### src/rtl/mem_access_unit.sv
// =============================================================================
// mem_access_unit -- MEM-stage load/store initiator for a word-only MMU port.
// Revision: 1.0
// =============================================================================
`default_nettype none

module mem_access_unit (
    input  logic        sys_clk,
    input  logic        rst,
    input  logic        req_valid,
    output logic        req_ready,
    input  logic        req_we,
    input  logic [1:0]  req_size,
    input  logic        req_unsigned,
    input  logic [31:0] req_addr,
    input  logic [31:0] req_wdata,
    output logic        resp_valid,
    output logic        resp_err,
    output logic [31:0] resp_rdata,
    output logic        mem_read,
    output logic        mem_write,
    output logic [31:0] mem_addr,
    output logic [31:0] mem_wd,
    input  logic [31:0] mem_rdata,
    input  logic        mem_stall
);

    localparam logic [2:0] S_IDLE   = 3'd0;
    localparam logic [2:0] S_LOAD   = 3'd1;
    localparam logic [2:0] S_STORE  = 3'd2;
    localparam logic [2:0] S_RMW_RD = 3'd3;
    localparam logic [2:0] S_RMW_WR = 3'd4;
    localparam logic [2:0] S_RESP   = 3'd5;

    localparam logic [1:0] c_SIZE_BYTE = 2'b00;
    localparam logic [1:0] c_SIZE_HALF = 2'b01;
    localparam logic [1:0] c_SIZE_WORD = 2'b10;

    logic [2:0]  r_state;
    logic [1:0]  r_size;
    logic        r_unsigned;
    logic [31:0] r_addr;
    logic [31:0] r_wdata;
    logic [31:0] r_merge;
    logic        r_err;
    logic [31:0] r_rdata;

    logic        w_accept;
    logic        w_misaligned;
    logic [4:0]  w_shamt;
    logic [31:0] w_shifted;
    logic [31:0] w_load_ext;
    logic [31:0] w_lane_mask;
    logic [31:0] w_lane_data;
    logic [31:0] w_merged;

    assign req_ready = !rst && (r_state == S_IDLE);
    assign w_accept  = req_valid && req_ready;

    assign w_misaligned = (req_size == 2'b11)
                       || ((req_size == c_SIZE_HALF) && req_addr[0])
                       || ((req_size == c_SIZE_WORD) && (req_addr[1:0] != 2'b00));

    // Aligned accesses guarantee the lane starts at 8*addr[1:0], so one
    // shift serves byte, half and word (word always has shift 0).
    assign w_shamt   = {r_addr[1:0], 3'b000};
    assign w_shifted = mem_rdata >> w_shamt;

    always_comb begin
        w_load_ext = w_shifted;
        case (r_size)
            c_SIZE_BYTE: w_load_ext = {{24{!r_unsigned && w_shifted[7]}},  w_shifted[7:0]};
            c_SIZE_HALF: w_load_ext = {{16{!r_unsigned && w_shifted[15]}}, w_shifted[15:0]};
            default:     w_load_ext = w_shifted;
        endcase
    end

    always_comb begin
        w_lane_mask = 32'h0000_00FF << w_shamt;
        w_lane_data = {24'd0, r_wdata[7:0]} << w_shamt;
        if (r_size == c_SIZE_HALF) begin
            w_lane_mask = 32'h0000_FFFF << w_shamt;
            w_lane_data = {16'd0, r_wdata[15:0]} << w_shamt;
        end
    end

    assign w_merged = (mem_rdata & ~w_lane_mask) | w_lane_data;

    always_ff @(posedge sys_clk) begin
        if (rst) begin
            r_state    <= S_IDLE;
            r_size     <= 2'b00;
            r_unsigned <= 1'b0;
            r_addr     <= 32'd0;
            r_wdata    <= 32'd0;
            r_merge    <= 32'd0;
            r_err      <= 1'b0;
            r_rdata    <= 32'd0;
        end else begin
            case (r_state)
                S_IDLE: begin
                    if (w_accept) begin
                        r_size     <= req_size;
                        r_unsigned <= req_unsigned;
                        r_addr     <= req_addr;
                        r_wdata    <= req_wdata;
                        r_err      <= w_misaligned;
                        if (w_misaligned) begin
                            r_rdata <= 32'd0;
                            r_state <= S_RESP;
                        end else if (!req_we) begin
                            r_state <= S_LOAD;
                        end else if (req_size == c_SIZE_WORD) begin
                            r_state <= S_STORE;
                        end else begin
                            r_state <= S_RMW_RD;
                        end
                    end
                end
                S_LOAD: begin
                    if (!mem_stall) begin
                        r_rdata <= w_load_ext;
                        r_state <= S_RESP;
                    end
                end
                S_STORE: begin
                    if (!mem_stall) begin
                        r_rdata <= 32'd0;
                        r_state <= S_RESP;
                    end
                end
                S_RMW_RD: begin
                    if (!mem_stall) begin
                        r_merge <= w_merged;
                        r_state <= S_RMW_WR;
                    end
                end
                S_RMW_WR: begin
                    if (!mem_stall) begin
                        r_rdata <= 32'd0;
                        r_state <= S_RESP;
                    end
                end
                S_RESP: begin
                    r_state <= S_IDLE;
                end
                default: begin
                    r_state <= S_IDLE;
                end
            endcase
        end
    end

    // The MMU gates its address path on mem_read, so writes keep it asserted.
    assign mem_read  = (r_state == S_LOAD) || (r_state == S_STORE)
                    || (r_state == S_RMW_RD) || (r_state == S_RMW_WR);
    assign mem_write = (r_state == S_STORE) || (r_state == S_RMW_WR);
    assign mem_addr  = mem_read ? {r_addr[31:2], 2'b00} : 32'd0;

    always_comb begin
        mem_wd = 32'd0;
        if (r_state == S_STORE) begin
            mem_wd = r_wdata;
        end else if (r_state == S_RMW_WR) begin
            mem_wd = r_merge;
        end
    end

    assign resp_valid = (r_state == S_RESP);
    assign resp_err   = resp_valid && r_err;
    assign resp_rdata = r_rdata;

endmodule

`default_nettype wire

### config.mk
export PLATFORM = sky130hd
export DESIGN_NAME = mem_access_unit
export DESIGN_NICKNAME = d
export VERILOG_FILES = /design/src/rtl/mem_access_unit.sv
export SDC_FILE = /design/constraint.sdc
export NUM_CORES = 1
export LEC_CHECK = 0
export CAP_MARGIN = 20
export CORE_ASPECT_RATIO = 0.8
export CORE_MARGIN = 2
export CORE_UTILIZATION = 52
export CTS_BUF_LIST = sky130_fd_sc_hd__clkbuf_2
export CTS_CLUSTER_DIAMETER = 30
export DETAILED_ROUTE_END_ITERATION = 8
export PLACE_DENSITY_LB_ADDON = 0.05
export SYNTH_ARGS = -nofsm -noshare
export SYNTH_HDL_FRONTEND = slang
export SYNTH_SLANG_ARGS = --single-unit
### constraint.sdc
create_clock -name sys_clk -period 5.5 [get_ports sys_clk]
set_clock_uncertainty 0.05 [all_clocks]
set_input_delay 0.55 -clock sys_clk [delete_from_list [all_inputs] [get_ports sys_clk]]
set_output_delay 0.55 -clock sys_clk [all_outputs]
set_load 0.03 [all_outputs]
# After elaboration in Yosys (flattened, before gate mapping)
# Cells that the tools add are included.
[word_totals] ff_bits=135 input_bits=104 out_inout_bits=101 wordCells=75
[classes] eq_ne=15 shift=5 mux=18 bitwise=4 reduce_logical=25
[op_table] cell="$mux 32" count=9
[op_table] cell="$pmux 32 s3" count=1
[op_table] cell="$pmux 32 s2" count=1
[op_table] cell="$and 32x32->32" count=1
[op_table] cell="$not 32->32" count=1
[op_table] cell="$or 32x32->32" count=1
[op_table] cell="$shl 16x5->32" count=1
[op_table] cell="$shl 16x5->32 const A" count=1
[op_table] cell="$shl 8x5->32" count=1
[op_table] cell="$shl 8x5->32 const A" count=1
[op_table] cell="$shr 32x5->32" count=1
[op_table] cell="$mux 3" count=4
[op_table] cell="$ne 2x2->1 const B" count=6
[op_table] cell="$pmux 3 s3" count=1
[op_table] cell="$logic_and 1x1->1" count=7
[op_table] cell="$eq 3x2->1 const B" count=2
[op_table] cell="$eq 3x3->1 const B" count=2
[op_table] cell="$logic_or 1x1->1" count=6
[op_table] cell="$reduce_and 5->1" count=1
[op_table] cell="$eq 2x1->1 const B" count=2
[op_table] cell="$eq 2x2->1 const B" count=2
[op_table] cell="$reduce_and 2->1" count=2
[op_table] cell="$eq 3x1->1 const B" count=1
[op_table] cell="$logic_not 3->1" count=1
[op_table] cell="other kinds (10)" count=11

# Longest topological paths before layout
# Gate-level depths: netlist of run 1.
[depth] word_depth=7 mapped_depth=7 ltp_nobuf=4

# Worst setup path after synthesis of run 1
# Ideal clock, no wire load.
[synth_timing] path_type="input-to-output" from="input rst" to="output req_ready" arrival_time_ns=1.839 slack_ns=3.061 path_stages=3 n_path_buf=2 cell_sequence="clkbuf_1 -> clkbuf_1 -> nor4_1"
[synth_via] elab_chain_cells=2
[synth_rtl] element="start, declared" line_no="9" rtl="input logic rst,"
[synth_rtl] element="$logic_not 1->1" line_no="57" rtl="assign req_ready = !rst && (r_state == S_IDLE);"
[synth_rtl] element="$logic_and 1x1->1" line_no="57"
[synth_rtl] element="end, declared" line_no="11" rtl="output logic req_ready,"
# No other way between the ends.

# Worst setup path in the final report of run 1
[layout_timing] from="register r_state[0]" to="output mem_wd[7]"
[layout_via] elab_chain_cells=3 word_cells_on_any_way=4
[layout_rtl] element="start, declared" line_no="39" rtl="logic [2:0] r_state;"
[layout_rtl] element="start signal, assigned" line_no="91" rtl="r_state <= S_IDLE;"
[layout_rtl] element="start signal, assigned" line_no="110" rtl="r_state <= S_RESP;"
[layout_rtl] element="start signal, assigned" line_no="112" rtl="r_state <= S_LOAD;"
[layout_rtl] element="$eq 3x3->1" line_no="164" rtl="end else if (r_state == S_RMW_WR) begin"
[layout_rtl] element="$mux 32" line_no="164"
[layout_rtl] element="$mux 32 (*)" line_no="162" rtl="if (r_state == S_STORE) begin"
[layout_rtl] element="end, declared" line_no="23" rtl="output logic [31:0] mem_wd,"
# Every way passes the cells marked *; elsewhere a longest branch is shown, timed or not.

==> results.md, run 1 <==
- Outcome: finished, final reports clean
- IO Port Bufs: 202
- Fmax achieved: 274 MHz
- Register-to-Register Path Depth: 5
- Async S/R FF share, synth: 0
- Average wire per standard cell: 18.6 µm
- Power per cell area: 285 mW/mm²
- Power Total: 2.54 mW
- Routed WL: 21400 µm
- Initial antenna violation count: 3
- Post-synth EDFFs: 0
- Sink Count: 135
- Layout Nets: 1066
- Reg2reg start: r_state[2]$_SDFFE_PP0P_
- Synth cell types: 56
- Placed wire-length estimate: 15300 µm
- Min-delay src: req_addr[30]
- Busiest grt layer: met1
- Final min period: 3650 ps
- Sequential area share after synthesis: 0.408
- Setup crit start kind: flop
- Slew Viols, Final: 0
- Area after DPL: 0.00860 mm²
- DIE HEIGHT: 105 µm
- CP peak stage delay: 700 ps
- Via/cell ratio: 5.91
- Clock root cell: clkbuf_2
- Hold depth: 3
- Worst Hold End: r_addr[30]$_SDFFE_PP0P_
- Synth Instances: 806
- Die extent in x: 130 µm
- RSZ-0062 raised after global routing: no
- Cell area after layout: 0.00892 mm²
- Max-slew headroom: 0.263
- GRT Util Overall: 0.306
- CTS buffer count: 17
- CTS tree: yes
- Kind of critical path: reg2out
- Worst EP required: 4900 ps
- H-Tree Depth: 4
- Final hold viol count: 0
- Yosys reg bits: 135
- Pin count of the biggest net entering global routing: 76
- Reg2reg setup slack: 2700 ps
- Setup violators final: 0
- First-pass GRT wire length: 32900 µm
- M2 GR Usage: 0.447
- Setup Fix Bufs, Post-CTS: 0
- Met3 usage: 0.0686
- Max clock buf depth: 2
- Final TNS setup: 0 ps
- CP Capture Type: output port
- Die area: 0.0137 mm²
- Primary FF master, synth: dfxtp_1
- WP buf/inv: 2
- Core Area: 0.0123 mm²
- Clock transition at path regs: 230 ps
- GPL Wtd Cong: 0.933
- Clock latency on the worst-skew pair: 690 ps
- Drt pass-1 iters: 8
- Io pins: 205
- Net Switching: 880 µW
- Hold Crit Class: in2reg
- Fraction of layout cells with a size suffix above 1: 0.0779
- Crit path DAT: 3050 ps
- Crit share post-route: 0.664
- Drc violations: 0
- Initial DRC Count: 756
- Mapped cell area: 0.00663 mm²
- Initial Util: 0.539
- Syn. warnings: 0
- Vias in the first global route: 6101
- Routed vias: 6774
- Max Cap Viol: 0
- Clock share of power: 0.272
- RR Endpoint: r_addr[3]$_SDFFE_PP0P_
- Area Growth Syn to Fin: 34.7%
- Register share of total power: 0.449
- Syn Area/Cell: 8.22 µm²
- Hold_buf cts: 0
- CP Cell Sequence: nor2_1 -> and2_1 -> buf_4 -> a22o_1 -> clkdlybuf4s50_1
- GR Layer Usage met1: 0.460
- Post_cts resized: 0
- Layout fillers: 926
- Grt ovf: 0
- P_int: 1.66 mW
- Post-detailed-route count of antenna-violating nets: 0
- Core Rows: 36
- Switch share: 0.346
- Least-Margin Pin Slew: 1100 ps
- Comb power frac: 0.280
- Leak: 3.14 nW
- CP top delay family: buffers and inverters
- Crit path max fanout: 33
- Max VDD drop: 0.182 mV
- Critical Path Slowest Stage Cell: clkdlybuf4s50_1
==> through the flow <==
stage	utilization	hold WS, ps	worst slack [ps]	instances
3_3_place_gp	0.699	383	1900	1112
6_report	0.725	316	1850	1147
4_1_cts	0.723	283	1450	1144
5_1_grt	0.725	262	1690	1146
3_5_place_dp	0.699	386	1750	1112
2_1_floorplan	-	374	3060	807
==> state kept, by name, summed over array words and instances (netlist names) <==
signal      count
r_addr         32
r_err           1
r_merge        32
r_size          2
r_state         3
r_unsigned      1
r_wdata        32
resp_rdata     32
==> layout by cell type (no fill, tap or decap), types with 2 or more instances in the layout <==
cell / netlist / layout
and2_1: 32 / 32
mux2_2: 8 / 8
a21oi_1: 44 / 44
nor4bb_1: 2 / 2
conb_1: 1 / 2
o21ai_1: 7 / 7
mux2i_1: 17 / 17
dfxtp_1: 135 / 134
a221oi_1: 8 / 8
inv_1: 5 / 4
nand2_1: 183 / 183
nand3_1: 29 / 29
clkinv_4: 0 / 2
mux4_2: 7 / 7
clkinvlp_4: 0 / 2
buf_4: 10 / 11
clkbuf_2: 0 / 18
o21ai_0: 65 / 65
nor3b_1: 3 / 2
clkdlybuf4s50_1: 0 / 201
and3_1: 4 / 4
o31ai_1: 4 / 4
nor3_1: 19 / 19
o211ai_1: 39 / 39
a22o_1: 39 / 39
bufinv_16: 0 / 4
nor2b_1: 4 / 4
nor2_1: 18 / 18
a311oi_1: 24 / 24
inv_6: 0 / 4
==> Yosys cell counts, types with 4 or more instances <==
| library cell | instances | area share |
|---|---|---|
| nand2_1 | 183 | 0.10 |
| dfxtp_1 | 135 | 0.41 |
| o21ai_0 | 65 | 0.049 |
| a21oi_1 | 44 | 0.033 |
| clkbuf_1 | 44 | 0.025 |
| a22o_1 | 39 | 0.052 |
| o211ai_1 | 39 | 0.044 |
| and2_1 | 32 | 0.030 |
| nand3_1 | 29 | 0.022 |
| a311oi_1 | 24 | 0.032 |
| buf_2 | 21 | 0.016 |
| nor3_1 | 19 | 0.014 |
| nor2_1 | 18 | 0.010 |
| mux2i_1 | 17 | 0.026 |
| buf_4 | 10 | 0.011 |
| a221oi_1 | 8 | 0.011 |
| mux2_2 | 8 | 0.014 |
| mux4_2 | 7 | 0.024 |
| o21ai_1 | 7 | 0.0053 |
| inv_1 | 5 | 0.0028 |
| and3_1 | 4 | 0.0038 |
| buf_1 | 4 | 0.0023 |
| nor2b_1 | 4 | 0.0038 |
| o31ai_1 | 4 | 0.0045 |
==> layout make-up <==
type | instances | area, µm² | share of cell area
multi-input cells | 588 | 3560 | 0.400
diodes | 1 | 2.50 | 0.000281
clock inverters | 14 | 196 | 0.0220
inverters | 5 | 18.8 | 0.00210
clock buffers | 18 | 90.1 | 0.0101
well taps | 171 | 214 | 0.0240
repair buffers | 215 | 2130 | 0.239
flip-flops and latches | 135 | 2700 | 0.303
==> tightest hold or removal path, stage by stage <==
cell and delay, ps:
clkdlybuf4s50_1 390, nand2_1 50, o21ai_1 50
==> worst max-delay path by stage <==
stage	cells past startpoint	slack (ps)	to	start
6_report	5	1850	mem_wd[7]	r_state[0]$_SDFFE_PP0P_
3_5_place_dp	5	1750	r_addr[16]$_SDFFE_PP0P_	req_valid
2_1_floorplan	3	3060	req_ready	rst
5_1_grt	5	1690	mem_wd[7]	r_state[1]$_SDFFE_PP0P_
4_1_cts	4	1450	mem_addr[29]	r_state[1]$_SDFFE_PP0P_
3_3_place_gp	5	1900	r_addr[4]$_SDFFE_PP0P_	req_valid
==> layer usage <==
layer	part of all wire	wire, µm	vias to the layer above
met4	0.014	302	2
met1	0.45	9660	3191
met5	0.00061	13	-
li1	-	-	3206
met2	0.44	9360	339
met3	0.095	2030	36
==> power by group through the flow <==
stage	clock, mW	combinational (mW)	sequential [mW]
global placement	0	0.675	1.15
CTS	0.698	0.695	1.14
finish	0.691	0.711	1.14
floorplan	0	0.397	1.18
global route	0.752	0.758	1.15
detailed placement	0	0.692	1.16
==> logic make-up (layout without fill, tap and decap cells) <==
group / Yosys count / in the layout / share of synthesized area
DFF: 135 / 135 / 0.408
xor gates and xnor gates: 3 / 3 / 0.00397
other: 1 / 3 / 0.000566
muxes: 32 / 32 / 0.0631
and+or+nand+nor: 309 / 309 / 0.216
AOI/OAI and AO/OA: 242 / 242 / 0.252
buffers and inverters: 84 / 252 / 0.0572
Power figures use the tool's default switching activity.
==> run 2, diff against run 1 <==
--- a/config.mk
+++ b/config.mk
@@ -8,7 +8,7 @@
 export CAP_MARGIN = 20
 export CORE_ASPECT_RATIO = 0.8
 export CORE_MARGIN = 2
-export CORE_UTILIZATION = 52
+export CORE_UTILIZATION = 44
 export CTS_BUF_LIST = sky130_fd_sc_hd__clkbuf_2
 export CTS_CLUSTER_DIAMETER = 30
 export DETAILED_ROUTE_END_ITERATION = 8
==> constraint.sdc (replaced) <==
create_clock -name sys_clk -period 3.1 [get_ports sys_clk]
set_clock_uncertainty 0.05 [all_clocks]
set_input_delay 0.31 -clock sys_clk [delete_from_list [all_inputs] [get_ports sys_clk]]
set_output_delay 0.31 -clock sys_clk [all_outputs]
set_load 0.03 [all_outputs]
==> run 2 against run 1 <==
  * Count of clock-buffer cells in the layout stayed put
  * Clock power rose by 82%
  * Combinational power grew 79%
  * Total power is 79% higher
  * Sequential share of layout area fell by 0.44 points
  * Worst hold slack got worse by 250 ps
  * Largest power group unchanged
  * Highest routed layer is now met4
==> results.md, run 2 (synthesis gave the netlist of run 1 again) <==
- Outcome: finished, final reports clean
- Hold Crit Class: in2reg
- Io pins: 205
- Final core occ: 0.611
- Routed vias: 6769
- Leak: 3.64 nW
- Initial antenna violation count: 0
- IO Port Bufs: 202
- DIE HEIGHT: 114 µm
- Placed wire-length estimate: 15800 µm
- Via/cell ratio: 5.75
- Worst EP required: 2740 ps
- Drt pass-1 iters: 4
- Slew Viols, Final: 0
- Power per cell area: 502 mW/mm²
- Reg2reg setup slack: 750 ps
- Pre-CTS WS: 434 ps
- Pin count of the biggest net entering global routing: 76
- GPL Wtd Cong: 0.959
- Crit path max fanout: 33
- Setup Fix Bufs, Post-CTS: 0
- Area Growth Syn to Fin: 37.0%
- Initial DRC Count: 585
- Vias in the first global route: 6318
- First-pass GRT wire length: 33800 µm
- CP Capture Type: output port
- Storage cell area: 0.00271 mm²
- Register share of total power: 0.445
- Most frequent cells in the layout: nand2_1, clkdlybuf4s50_1, dfxtp_1
- Net Switching: 1.53 mW
- Clock root cell: clkbuf_2
- Fmax achieved: 340 MHz
- Crit path capture: mem_wd[10]
- Crit path DAT: 2580 ps
- CP Launch Point: r_state[1]$_SDFFE_PP0P_
- Kind of critical path: reg2out
- Sink Count: 135
- Switch share: 0.336
- P_int: 3.03 mW
- Average wire per standard cell: 18.4 µm
- Drc violations: 0
- Reg2reg start: r_state[2]$_SDFFE_PP0P_
- Most common cell after layout, fill and taps aside: nand2_1
- CTS tree: yes
- Clock transition at path regs: 190 ps
- Post-detailed-route count of antenna-violating nets: 0
- ANT cells: 0
- Max clock buf depth: 2
- Fraction of layout cells with a size suffix above 1: 0.0910
- Multi-input combinational cell area: 0.00357 mm²
- Final TNS setup: 0 ps
- Hold depth: 3
- CTS buffer count: 17
- Min-delay src: req_wdata[5]
- Max VDD drop: 0.349 mV
- Core Rows: 40
- Max-slew headroom: 0.294
- Grt ovf: 0
- Layout Nets: 1080
- Final min period: 2940 ps
- Layout fillers: 1328
- Clock share of power: 0.276
- Register-to-Register Path Depth: 4
- Die area: 0.0161 mm²
- Routed WL: 21600 µm
- Crit share post-route: 0.950
- Initial Util: 0.446
- RSZ-0062 raised after global routing: no
- Die extent in x: 141 µm
- Max Cap Viol: 0
- RR Endpoint: resp_rdata[10]$_SDFFE_PP0P_
- Least-Margin Pin Slew: 1060 ps
- Setup violators final: 0
- GRT Util Overall: 0.267
- Core Area: 0.0149 mm²
- Comb power frac: 0.279
- Clock latency on the worst-skew pair: 700 ps
- Setup crit start kind: flop
- H-Tree Depth: 4
- Final worst slack: 155 ps
- Final hold viol count: 0
-- run 2: cell types whose count changed in the layout (fill, tap and decap cells not counted), sizes merged --
cell           delta
inv               -3
diode             -1
dlygate4sd2      +47
clkinv            +1
buf               +9
clkdlybuf4s50    -58
dlygate4sd3       +5
dlymetal6s2s     +11
clkinvlp          +1
bufinv            +1
-- run 2: per-layer routing --
metal,part of all wire,track usage,up-vias
met3,0.091,0.0647,32
li1,-,-,3224
met4,0.015,0.0733,0
met5,0,0,-
met2,0.43,0.390,319
met1,0.47,0.394,3194
-- run 2: worst min path at each step --
stage                               to
2_1_floorplan   r_size[0]$_SDFFE_PP0P_
3_3_place_gp   r_addr[28]$_SDFFE_PP0P_
3_5_place_dp   r_addr[29]$_SDFFE_PP0P_
4_1_cts        r_unsigned$_SDFFE_PP0P_
5_1_grt        r_wdata[7]$_SDFFE_PP0P_
6_report       r_wdata[5]$_SDFFE_PP0P_
-- run 2: what timing repair did --
| item | 4_1_cts | 5_1_grt |
|---|---|---|
| setup endpoints to repair | 64 | 16 |
| resized for setup | 54 | 12 |
| hold endpoints to repair | 8 | 0 |
| hold buffers | 5 | 0 |
-- run 2: worst max-delay path: stages, from the launching register on --
cell,delay (ps)
dfxtp_4,480
nor3b_2,210
buf_6,280
a22o_1,220
clkdlybuf4s50_1,690
-- run 2: power by group through the flow --
| stage | registers (mW) | logic [mW] | clock network (mW) |
|---|---|---|---|
| 2_1_floorplan | 2.09 | 0.704 | 0 |
| 3_3_place_gp | 2.05 | 1.25 | 0 |
| 3_5_place_dp | 2.06 | 1.27 | 0 |
| 4_1_cts | 2.02 | 1.27 | 1.28 |
| 5_1_grt | 2.05 | 1.37 | 1.35 |
| 6_report | 2.03 | 1.27 | 1.26 |
-- run 2: final cells by class --
class                      instances  area share
sequential                       135       0.299
tap                              189      0.0261
multi-input combinational        588       0.393
inverter                           5     0.00207
clock inverter                    14      0.0226
clock buffer                      18     0.00993
timing repair buffer             229       0.247
-- run 2: per-stage QoR --
stage | instance area, µm² | cells | hold slack [ps] | power [mW]
detailed placement | 8740 | 1141 | 392 | 3.33
finish | 9070 | 1178 | 67.8 | 4.56
global placement | 8740 | 1141 | 381 | 3.30
CTS | 9040 | 1178 | 1.25 | 4.58
global route | 9070 | 1178 | 6.32 | 4.77
floorplan | 6630 | 807 | 359 | 2.79
==> run 3, diff against run 2 <==
==> constraint.sdc (replaced) <==
create_clock -name sys_clk -period 3.1 [get_ports sys_clk]
set_clock_uncertainty 0.05 [all_clocks]
set_input_delay 0.465 -clock sys_clk [delete_from_list [all_inputs] [get_ports sys_clk]]
set_output_delay 0.465 -clock sys_clk [all_outputs]
set_load 0.03 [all_outputs]
==> run 3 against run 2 <==
  * Critical endpoint is now mem_addr[9]
  * Fmax shrank 0.33%
  * Sequential share of layout area down 0.74 points
  * First-iteration DRC count fell by 1.9%
  * Worst setup slack worse by 9.8 ps
  * Worst hold slack gained 140 ps
==> results.md, run 3 (synthesis gave the netlist of run 1 again) <==
- Crit path depth: 6
- Least-Margin Pin Slew: 709 ps
- DIE HEIGHT: 114 µm
- GPL Wtd Cong: 0.937
- Initial antenna violation count: 0
- Clock share of power: 0.246
- Crit share post-route: 0.953
- Critical Path Most Common Cell: buf_12
- Comb power frac: 0.304
- Final min period: 2950 ps
- Worst EP required: 2580 ps
- CP top delay family: buffers and inverters
- Final hold viol count: 0
- H-Tree Depth: 4
- Pin count of the biggest net entering global routing: 62
- Clock root cell: clkbuf_2
- Non-Filler Instances: 1183
- Crit path DAT: 2440 ps
- Max VDD drop: 0.318 mV
- Average wire per standard cell: 18.8 µm
- ANT cells: 0
- Critical Path Slowest Stage Cell: clkdlybuf4s50_1
- Fraction of layout cells with a size suffix above 1: 0.128
- RSZ-0062 raised after global routing: no
- Hold Crit Class: in2reg
- Max clock buf depth: 2
- Crit path max fanout: 15
- Placed insts: 1147
- Die area: 0.0161 mm²
- Area Growth Syn to Fin: 40.3%
- Drt pass-1 iters: 7
- CP peak stage delay: 660 ps
- Clock latency on the worst-skew pair: 710 ps
- Outcome: finished, final reports clean
- GRT Util Overall: 0.275
- Sink Count: 135
- WP buf/inv: 3
- Kind of critical path: reg2out
- CP Cell Sequence: nor2_4 -> buf_12 -> xnor2_4 -> buf_12 -> and2_1 -> clkdlybuf4s50_1
- Switch share: 0.351
- Io pins: 205
- Grt ovf: 0
- Most frequent cells in the layout: nand2_1, clkdlybuf4s50_1, dfxtp_1
- Leak: 3.51 nW
- Core Rows: 40
- Register share of total power: 0.450
- Setup crit start kind: flop
- Routed vias: 6830
- Vias in the first global route: 6323
- Placed wire-length estimate: 16200 µm
- Initial Util: 0.446
- Setup violators final: 0
- Routed WL: 22300 µm
- Via/cell ratio: 5.77
- Max Cap Viol: 0
- First-pass GRT wire length: 34300 µm
- Layout Nets: 1087
- Core Area: 0.0149 mm²
- P_int: 2.91 mW
- Fmax achieved: 338 MHz
- Initial DRC Count: 574
- Final worst slack: 145 ps
- Area after DPL: 0.00895 mm²
- Net Switching: 1.58 mW
- Hold depth: 3
- CP Capture Type: output port
- CTS buffer count: 17
- Clock transition at path regs: 210 ps
- Register-to-Register Path Depth: 5
- IO Port Bufs: 202
- Pre-CTS WS: 250 ps
- Final core occ: 0.625
- CTS tree: yes
- Slew Viols, Final: 0
- Post-detailed-route count of antenna-violating nets: 0
- Most common cell after layout, fill and taps aside: nand2_1
- Die extent in x: 141 µm
- Cell area after layout: 0.00930 mm²
- Drc violations: 0
- Max-slew headroom: 0.527
- Power per cell area: 483 mW/mm²
run 3: cell types whose count changed in the layout (fill, tap and decap cells not counted), sizes merged:
| cell | change |
|---|---|
| clkbuf | -1 |
| xnor2 | +1 |
| dlymetal6s2s | -10 |
| bufinv | -2 |
| dlygate4sd2 | -17 |
| clkdlybuf4s50 | -3 |
| clkinv | -1 |
| clkinvlp | +1 |
| inv | +1 |
| dlygate4sd3 | -4 |
| buf | +40 |
run 3: path summary, 6_finish.rpt:
kind | endpoint | slack, ps | startpoint
setup / recovery | mem_addr[9] | 150 | r_state[0]$_SDFFE_PP0P_
hold / removal | r_wdata[8]$_SDFFE_PP0P_ | 210 | req_wdata[8]
setup reg to reg | resp_rdata[26]$_SDFFE_PP0P_ | 750 | r_addr[0]$_SDFFE_PP0P_
hold reg to reg | r_addr[10]$_SDFFE_PP0P_ | 410 | r_addr[10]$_SDFFE_PP0P_
run 3: through the flow:
step	hold WS [ps]	power, mW	setup TNS (ps)
finish	210	4.49	0
global route	125	4.71	0
CTS	149	4.47	-107
detailed placement	389	3.34	0
global placement	382	3.30	0
floorplan	374	2.79	0
run 3: power by group through the flow:
stage,combinational [mW],sequential (mW),clock (mW)
3_5_place_dp,1.29,2.05,0
2_1_floorplan,0.704,2.09,0
6_report,1.36,2.02,1.11
5_1_grt,1.47,2.04,1.21
4_1_cts,1.33,2.02,1.12
3_3_place_gp,1.27,2.04,0
run 3: routing by layer:
metal,wire length [µm],track usage
met5,0,0
met4,361,0.0847
met3,2020,0.0701
met2,9350,0.398
met1,10600,0.401
run 3: what timing repair did:
item	4_1_cts	5_1_grt
hold buffers	1	0
pin swaps	2	2
setup buffers	1	3
hold endpoints to repair	3	0
gates cloned	1	0
gates resized for setup	37	3
setup endpoints to repair	38	35
run 3: area by class of cell:
cell class                      count  area [µm²]
Tap cell                          189         236
Inverter                            5        18.8
Clock buffer                       17        85.1
Sequential cell                   135        2710
Multi-Input combinational cell    589        3620
Fill cell                        1293        5570
Timing Repair Buffer              235        2470
Clock inverter                     13         156
run 3: worst min-delay path, cell delays in order:
cell and delay [ps]:
clkdlybuf4s50_1 400, nand2_1 60, nand2_1 40
